<file path="config.mk">
export PLATFORM = sky130hd
export DESIGN_NAME = sync_mod_counter
export DESIGN_NICKNAME = d
export VERILOG_FILES = /design/src/rtl/sync_mod_counter.sv
export SDC_FILE = /design/constraint.sdc
export NUM_CORES = 1
export LEC_CHECK = 0
export CAP_MARGIN = 20
export CORE_MARGIN = 3
export CORE_UTILIZATION = 37
export DETAILED_ROUTE_END_ITERATION = 16
export PLACE_DENSITY = 0.82
export SYNTH_ARGS = -nofsm -noshare
export SYNTH_HDL_FRONTEND = slang
export SYNTH_SLANG_ARGS = --single-unit
</file>
<file path="constraint.sdc">
create_clock -name clk -period 1.5 [get_ports clk]
set_input_delay 0.375 -clock clk [delete_from_list [all_inputs] [get_ports clk]]
set_output_delay 0.375 -clock clk [all_outputs]
set_load 0.01 [all_outputs]
</file>
<file path="src/rtl/sync_mod_counter.sv">
// Parameterised synchronous modulo counter: up/down, saturating load, one-shot, tc pulse.
// Optional registered Gray output when GRAY_OUT_EN is defined; otherwise q_gray is tied to 0.
module sync_mod_counter #(
  parameter int WIDTH     = 4,
  parameter int MODULUS   = 16,
  parameter int RESET_VAL = 0
) (
  input  logic             clk,
  input  logic             clear,
  input  logic             en,
  input  logic             up,
  input  logic             load,
  input  logic [WIDTH-1:0] load_val,
  input  logic             one_shot,
  output logic [WIDTH-1:0] q,
  output logic             tc,
  output logic             done,
  output logic [WIDTH-1:0] q_gray
);

  localparam logic [WIDTH-1:0] MAXV = WIDTH'(MODULUS - 1);
  localparam logic [WIDTH-1:0] RSTV = WIDTH'(RESET_VAL);

  logic [WIDTH-1:0] next_q;
  logic             next_tc;
  logic             next_done;
  logic             at_end;

  // The value the count would leave from when wrapping in the current direction.
  assign at_end = up ? (q == MAXV) : (q == '0);

  always_comb begin
    next_q    = q;
    next_tc   = 1'b0;
    next_done = done;
    if (load) begin
      next_q    = ({1'b0, load_val} > {1'b0, MAXV}) ? MAXV : load_val;
      next_done = 1'b0;
    end else if (en && !done) begin
      if (at_end) begin
        next_tc = 1'b1;
        if (one_shot) next_done = 1'b1;
        else          next_q    = up ? '0 : MAXV;
      end else begin
        next_q = up ? q + WIDTH'(1) : q - WIDTH'(1);
      end
    end
  end

  always_ff @(posedge clk) begin
    if (clear) begin
      q    <= RSTV;
      tc   <= 1'b0;
      done <= 1'b0;
    end else begin
      q    <= next_q;
      tc   <= next_tc;
      done <= next_done;
    end
  end

`ifdef GRAY_OUT_EN
  always_ff @(posedge clk) begin
    if (clear) q_gray <= RSTV ^ (RSTV >> 1);
    else       q_gray <= next_q ^ (next_q >> 1);
  end
`else
  assign q_gray = '0;
`endif

endmodule

</file>
==> flow_results.org, run 1 <==
** Global routing
- Antenna violations before repair :: 0
- Largest net degree at the start of global routing :: 12
- Sum of overflow across all layers after global routing :: 0
- For this run, the total global-route usage over all layers was measured as 0.193.
- Wire length of the first global-routing pass :: 2580 µm
- The number of global-route vias before repair is between 500 and 600.

** Yosys
- Mean instance size in the synthesized netlist :: 9.12 µm²
- After synthesis the netlist holds a flip-flop and latch count of 6.
- Sorting the synthesized cells by area gives the leading types as sky130_fd_sc_hd__dfxtp_1, sky130_fd_sc_hd__a21oi_1, sky130_fd_sc_hd__o311a_1, sky130_fd_sc_hd__buf_4, sky130_fd_sc_hd__a2111oi_4.
- Flip-flop cell with the highest count after synthesis :: sky130_fd_sc_hd__dfxtp_1
- Syn Std Cell Area :: 502 µm²
- Counting every instance in the synthesized netlist gives 55.
- Most instantiated cells after synthesis :: sky130_fd_sc_hd__inv_1, sky130_fd_sc_hd__a21oi_1, sky130_fd_sc_hd__dfxtp_1, sky130_fd_sc_hd__buf_4, sky130_fd_sc_hd__o311a_1
- Yosys printed 0 warnings.
- The synthesized netlist contains 31 unique library cells.
- Asr flop ratio synth :: 0
- Seq/Total Area, Yosys :: 0.239
- The share of synthesized area in the top cell type comes to 0.239.
- Of all cell types, the one taking the most synthesized area is sky130_fd_sc_hd__dfxtp_1.
- Yosys instantiated no cell more often than sky130_fd_sc_hd__inv_1.
- Yosys mapped a number of flops with a built-in enable equal to 0.

** Placement
- Detailed placement ended at an HPWL of 1060 µm.
- Counting tap cells, the placed design contains a total of 96 instances.
- I/O Buffers :: 15
- Total placed instance area :: about 750 µm²
- Final weighted congestion in routability-driven placement :: 0.831

** Detailed routing
- Number of nets with antenna violations after detailed routing :: 0
- Vias/cell :: 5.44
- Number of design-rule violations left by the first detailed-router iteration :: 19
- Detailed-route via count :: 571
- Total DRC errors in the routed layout :: 0
- Initial DRT Pass Iterations :: 4
- Detailed Route WL :: 1560 µm
- Final routed wire length divided by cell count :: 14.9 µm

** STA
- The routed design could run at a clock period as short as 1.62 ns.
- Number of failing hold endpoints at the final stage :: 0
- Final-layout setup total negative slack :: -0.527 ns
- Share of the cycle needed by the critical path after routing :: 1.08
- Setup violations remaining at the end of the flow were counted as 6.
- Final hold analysis gives a worst-case slack of 0.565 ns.
- Highest clock frequency the design can meet :: 616 MHz
- Worst setup slack after layout :: -0.123 ns
- For the final database, setup skew stands at 0.00182 ns.
- Setup repair after global routing could not meet its margin everywhere.
- Number of slew-limit violations in the final report :: 0

** Layout
- ANT cells :: 0
- From synthesis to final layout, the design area changed by 76.3%.
- The finished cells cover 885 µm².
- Nets :: 106
- Count of placed standard cells in the final layout, fillers left out :: 105
- Ratio of cells with drive above 1 in the final layout :: 0.407

** Floorplan
- Effective utilization at floorplan :: 0.423
- The die is 42.8 µm tall.
- The region available for standard cell placement spans 0.00119 mm².
- The floorplan has 12 rows.
- The floorplan step set the die width to 42.8 µm.
- Die Outline Area :: 0.00183 mm²
- During I/O placement, the number of pins put on the boundary was 20.

** Outcome
- The run finished, with violations left.
- Failing checks :: negative setup slack

** Clock tree
- The clock reaches the later pin of the worst-skew pair after 0.25 ns.
- Clock transition at path regs :: ~0.04 ns
- Max Buffers Root-to-Sink :: 2
- In this run the number of H-tree levels came out at 1.
- TritonCTS clock tree :: done
- Root Buffer :: sky130_fd_sc_hd__clkbuf_4
- Clock tree synthesis inserted a total of 3 buffers.
- Number of sinks driven by the clock tree :: 6

** Worst setup path
- Required time at the endpoint of the critical path :: 1.63 ns
- CP endpoint kind :: flop
- The worst setup path is of the primary input to flop kind.
- Along the worst path, the maximum fanout reaches 3.
- The worst setup path is launched from a primary input.
- Signal arrival time at the worst endpoint :: around 1.8 ns
- Register-to-register setup slack :: -0.11 ns

** Worst hold path
- Worst min path class :: flop to flop

** Power and ir drop
- Dividing total power by cell area gives a power density of 682 mW/mm².
- Power comes to 603 µW.
- Pleak :: 0.000393 µW
- Maximum vdd drop :: 0.000512 V

** Flow run
- Count of maximum capacitance violations :: 0
[per-stage QoR]
step / util / setup slack [ns]
floorplan: - / -0.0983
global placement: 0.635 / -0.588
detailed placement: 0.635 / -0.641
CTS: 0.714 / -0.0923
global route: 0.746 / -0.168
finish: 0.746 / -0.123
[registers in the layout, indices dropped and copies added, names as in the netlist]
| register | count |
|---|---|
| q | 4 |
| done | 1 |
| tc | 1 |
[critical path: stages]
cell	delay, ns
sky130_fd_sc_hd__buf_6	0.10
sky130_fd_sc_hd__buf_6	0.11
sky130_fd_sc_hd__or4_4	0.54
sky130_fd_sc_hd__mux2i_4	0.24
sky130_fd_sc_hd__a21oi_4	0.11
sky130_fd_sc_hd__o311a_1	0.29
[layout make-up]
| cell class | instances | area (µm²) |
|---|---|---|
| clock buffer | 3 | 22.5 |
| fill | 92 | 302 |
| inverter | 7 | 26.3 |
| multi-input combinational | 40 | 380 |
| sequential | 6 | 124 |
| tap | 14 | 17.5 |
| timing repair buffer | 35 | 314 |
[placed cells by master (no fill, tap or decap), types with 2 or more instances in the layout]
| master | n |
|---|---|
| sky130_fd_sc_hd__inv_1 | 7 |
| sky130_fd_sc_hd__dfxtp_2 | 3 |
| sky130_fd_sc_hd__buf_6 | 6 |
| sky130_fd_sc_hd__a2111oi_4 | 2 |
| sky130_fd_sc_hd__a21oi_1 | 4 |
| sky130_fd_sc_hd__nor2_1 | 2 |
| sky130_fd_sc_hd__buf_4 | 15 |
| sky130_fd_sc_hd__dfxtp_1 | 3 |
| sky130_fd_sc_hd__nand3_1 | 2 |
| sky130_fd_sc_hd__conb_1 | 4 |
| sky130_fd_sc_hd__clkdlybuf4s50_1 | 8 |
| sky130_fd_sc_hd__dlygate4sd2_1 | 5 |
| sky130_fd_sc_hd__o311a_1 | 3 |
| sky130_fd_sc_hd__clkbuf_4 | 3 |
| sky130_fd_sc_hd__ha_1 | 2 |
[metal layers]
metal  up-vias  part of all wire  wire length [µm]  GRT usage
met2        22              0.50               788      0.359
met5         -                 0                 0          0
met4         0             0.040                63     0.0932
met1       269              0.39               612      0.175
met3         8             0.063                99     0.0805
li1        272                 -                 -          -
[power by group]
part | switching, µW | leakage (µW) | internal (µW) | total, µW
registers | 9.26 | 0.0000503 | 173 | 182
clock network | 62.6 | 0.0000138 | 90.8 | 153
logic | 121 | 0.000329 | 146 | 267
total | 193 | 0.000393 | 410 | 603
[timing repair]
item	CTS	global route
setup buffers	5	1
hold buffers	0	0
resized for setup	20	6
setup endpoints to repair	11	6
pin swaps	5	3
[kinds of logic (layout without fill, tap and decap cells)]
logic type | after synthesis | after routing | share of synthesized area
adder cells (fa/ha/maj) | 3 | 3 | 0.0898
multiplexers | 1 | 1 | 0.0449
other | 1 | 4 | 0.00747
flip-flops | 6 | 6 | 0.239
buffers and inverters | 12 | 45 | 0.130
XOR/XNOR | 2 | 2 | 0.0349
AND/OR/NAND/NOR | 13 | 13 | 0.162
AO/OA/AOI/OAI | 17 | 17 | 0.292
[path summary, 6_finish.rpt]
| path | start | end | cells after the start |
|---|---|---|---|
| setup / recovery | up | q[1]$_SDFFE_PP0P_ | 6 |
| hold / removal | done$_SDFFE_PP0P_ | done$_SDFFE_PP0P_ | 2 |
| setup reg to reg | q[2]$_SDFFE_PP0P_ | q[1]$_SDFFE_PP0P_ | 4 |
| hold reg to reg | done$_SDFFE_PP0P_ | done$_SDFFE_PP0P_ | 2 |
Power figures use the tool's default switching activity.
==> run 2, diff against run 1 <==
Settings changed: CORE_AREA set to 3 3 40 42, CORE_MARGIN 3 to not set, CORE_UTILIZATION 37 to not set, CTS_BUF_LIST set to sky130_fd_sc_hd__clkbuf_4, DIE_AREA set to 0 0 43 45, PLACE_DENSITY 0.82 to 0.83.
==> flow_results.org, run 2 (synthesis gave the netlist of run 1 again) <==
** Outcome
- The run finished, with violations left.
- The final reports fail on negative setup slack.

** Layout
- Finished layout cell area :: 887 µm² (+0.28%)
- Register name with the most flops :: q
- The library cells used most frequently in the layout, excluding fill and tap cells, are sky130_fd_sc_hd__buf_4, sky130_fd_sc_hd__clkdlybuf4s50_1, sky130_fd_sc_hd__inv_1, sky130_fd_sc_hd__buf_6.
- Synth-to-Final Area Change :: 76.8%
- The largest registers in the layout are q (4), done (1), tc (1).
- The fill cell total of the finished layout is 101 (+9.8%).
- Nets :: 107 (+0.94%)
- The number of inserted diodes came to 0 (unchanged).
- The library cell used most frequently in the layout, excluding fill and tap cells, is sky130_fd_sc_hd__buf_4.
- Largest register FFs :: 4 (unchanged)
- The proportion of layout cells with a drive suffix above 1 came to 0.402 (-0.00442).

** Clock tree
- H-Tree Depth :: 1 (unchanged)
- TritonCTS built the clock tree.
- Number of buffers inserted during clock tree synthesis :: 3 (unchanged)
- Clock network latency to the later pin of the worst-skew pair :: 0.25 ns (about the same)
- Max Buffers Root-to-Sink :: 2 (unchanged)
- The clock sink total is 6 (unchanged).
- Clock transition at path regs :: 0.05 ns (about the same)
- CTS hold repair buffers :: 0 (unchanged)
- The tree is rooted in a sky130_fd_sc_hd__clkbuf_4.

** Power and ir drop
- The peak supply drop is 0.000611 V (+19%).
- The internal power component was 416 µW (+1.4%).
- Net switching fraction of the power :: 0.324 (+0.00439)
- Switching power summed over all nets :: 199 µW (+3.5%)
- The static power due to leakage is 0.000408 µW (+4.0%).
- The cell area power density was 694 mW/mm² (+1.8%).
- The final total power came to 615 µW (+2.1%).
- The combinational group share of total power came to 0.452 (+0.009).
- The share of total power in the clock network was 0.253 (about the same).
- Relative contribution of sequential cells to total power :: 0.295 (-0.008)

** STA
- Number of failing hold endpoints at the final stage :: 0 (unchanged)
- Setup repair after global routing could not meet its margin everywhere.
- The count of endpoints failing setup in the final report came to 6 (unchanged).
- The post-layout minimum cycle time is 1.62 ns (-0.00459 ns).
- The highest clock rate was 618 MHz (+0.28%).
- Number of slew-limit violations in the final report :: 0 (unchanged)
- The setup TNS is -0.600 ns (-0.0732 ns).
- Hold Worst Slack :: 0.576 ns (+0.0107 ns)
- The setup slack after layout is -0.118 ns (+0.00459 ns).
- The final clock period utilization by the worst path was 1.08 (-0.00306).
- The maximum clock skew at final layout is 0.00206 ns (+0.000240 ns).

** Worst setup path
- Startpoint Class :: flop
- Signal arrival time at the worst endpoint :: 1.79 ns (+0.03 ns)
- The required time of the critical path is 1.67 ns (+0.04 ns).
- Worst flop-to-flop path startpoint :: q[0]$_SDFFE_PP0P_
- Setup Crit Path Kind :: flop to flop
- The critical-path maximum fanout is 3 (unchanged).
- Launching element of the worst setup path :: q[0]$_SDFFE_PP0P_
- CP endpoint kind :: flop

** Detailed routing
- The iteration-0 DRC count of the detailed router was 10 (-9).
- Initial DRT Pass Iterations :: 4 (unchanged)
- Detailed Route WL :: 1720 µm (+10%)
- The number of nets with antenna violations after routing came to 0 (unchanged).
- The via count was 585 (+2.5%).
- Total DRC errors in the routed layout :: 0 (unchanged)
- The mean routed wirelength per cell was 16.1 µm (+8.2%).
- Vias/cell :: 5.47 (+0.54%)

** Placement
- Final weighted congestion in routability-driven placement :: 0.852 (+2.6%)
- Post-detail-place hpwl :: 1060 µm (+0.26%)
- The post-place instance area came to 762 µm² (+1.2%).
- I/O Buffers :: 15 (unchanged)

** Global routing
- The overall overflow remaining after global route came to 0 (unchanged).
- Antenna violations before repair :: 0 (unchanged)
- The aggregate global-route resource usage is 0.178 (-0.0155).
- Wire length of the first global-routing pass :: 2470 µm (-4.3%)
- The number of global-route vias before repair was 552 (-5.5%).
- Largest net degree at the start of global routing :: 12 (unchanged)

** Floorplan
- The core outline area came to 0.00128 mm² (+8.3%).
- Die W :: 43 µm (+0.41%)
- The y dimension of the die was 45 µm (+5.1%).
- Count of boundary I/O pins :: 20 (unchanged)
- The die area came to 0.00194 mm² (+5.5%).
- Effective utilization at floorplan :: 0.390 (-0.0325)
- Number of rows created at floorplan :: 13 (+1)

** Worst hold path
- In this run the worst hold path is classified as flop to flop.
- Startpoint of the tightest hold check path :: done$_SDFFE_PP0P_

** Flow run
- The number of max-capacitance violations reported was 0 (unchanged).
[run 2: changes by cell type in the layout (fill, tap and decap cells not counted), sizes merged]
| cell | previous run | this run |
|---|---|---|
| dlygate4sd2 | 5 | 4 |
| buf | 21 | 23 |
| clkdlybuf4s15 | 1 | 0 |
| dlymetal6s2s | 0 | 1 |
[run 2: metal layers]
| metal | routed length, µm | global-route usage |
|---|---|---|
| met1 | 612 | 0.165 |
| met3 | 104 | 0.0677 |
| met2 | 915 | 0.353 |
| met5 | 0 | 0 |
| met4 | 91 | 0.0602 |
[run 2: power by group through the flow]
stage | registers, µW | logic [µW] | clock network [µW]
after global routing | 182 | 297 | 175
after detailed placement | 186 | 224 | 0
after CTS | 181 | 245 | 156
after floorplan | 196 | 106 | 0
after global placement | 185 | 217 | 0
final | 182 | 278 | 155
[run 2: worst paths after layout]
path	cells past startpoint	end	slack [ns]
setup / recovery	6	done$_SDFFE_PP0P_	-0.12
hold / removal	2	done$_SDFFE_PP0P_	0.58
setup reg to reg	6	done$_SDFFE_PP0P_	-0.12
hold reg to reg	2	done$_SDFFE_PP0P_	0.58
[run 2: per-stage QoR]
stage | util | setup WS (ns) | cells
4_1_cts | 0.648 | -0.156 | 104
5_1_grt | 0.690 | -0.242 | 107
3_5_place_dp | 0.593 | -0.648 | 98
6_report | 0.690 | -0.118 | 107
2_1_floorplan | - | -0.0983 | 58
3_3_place_gp | 0.593 | -0.596 | 98
[run 2: cell type report]
cell class	count	area, µm²	share of cell area
Timing Repair Buffer	36	327	0.368
Inverter	7	26.3	0.0296
Sequential cell	6	126	0.142
Multi-Input combinational cell	40	367	0.413
Clock buffer	3	22.5	0.0254
Tap cell	15	18.8	0.0212
[run 2: what timing repair did]
item                                    CTS  global route
resized for setup                        17             9
pin swaps                                 6             9
endpoints found under the setup margin   11             7
buffers inserted                          3             3
[run 2: critical path: stages (launching register included)]
cell	delay [ns]
sky130_fd_sc_hd__dfxtp_2	0.31
sky130_fd_sc_hd__or4_4	0.53
sky130_fd_sc_hd__mux2i_4	0.23
sky130_fd_sc_hd__buf_6	0.15
sky130_fd_sc_hd__buf_6	0.08
sky130_fd_sc_hd__a31oi_1	0.06
sky130_fd_sc_hd__nor3_1	0.17
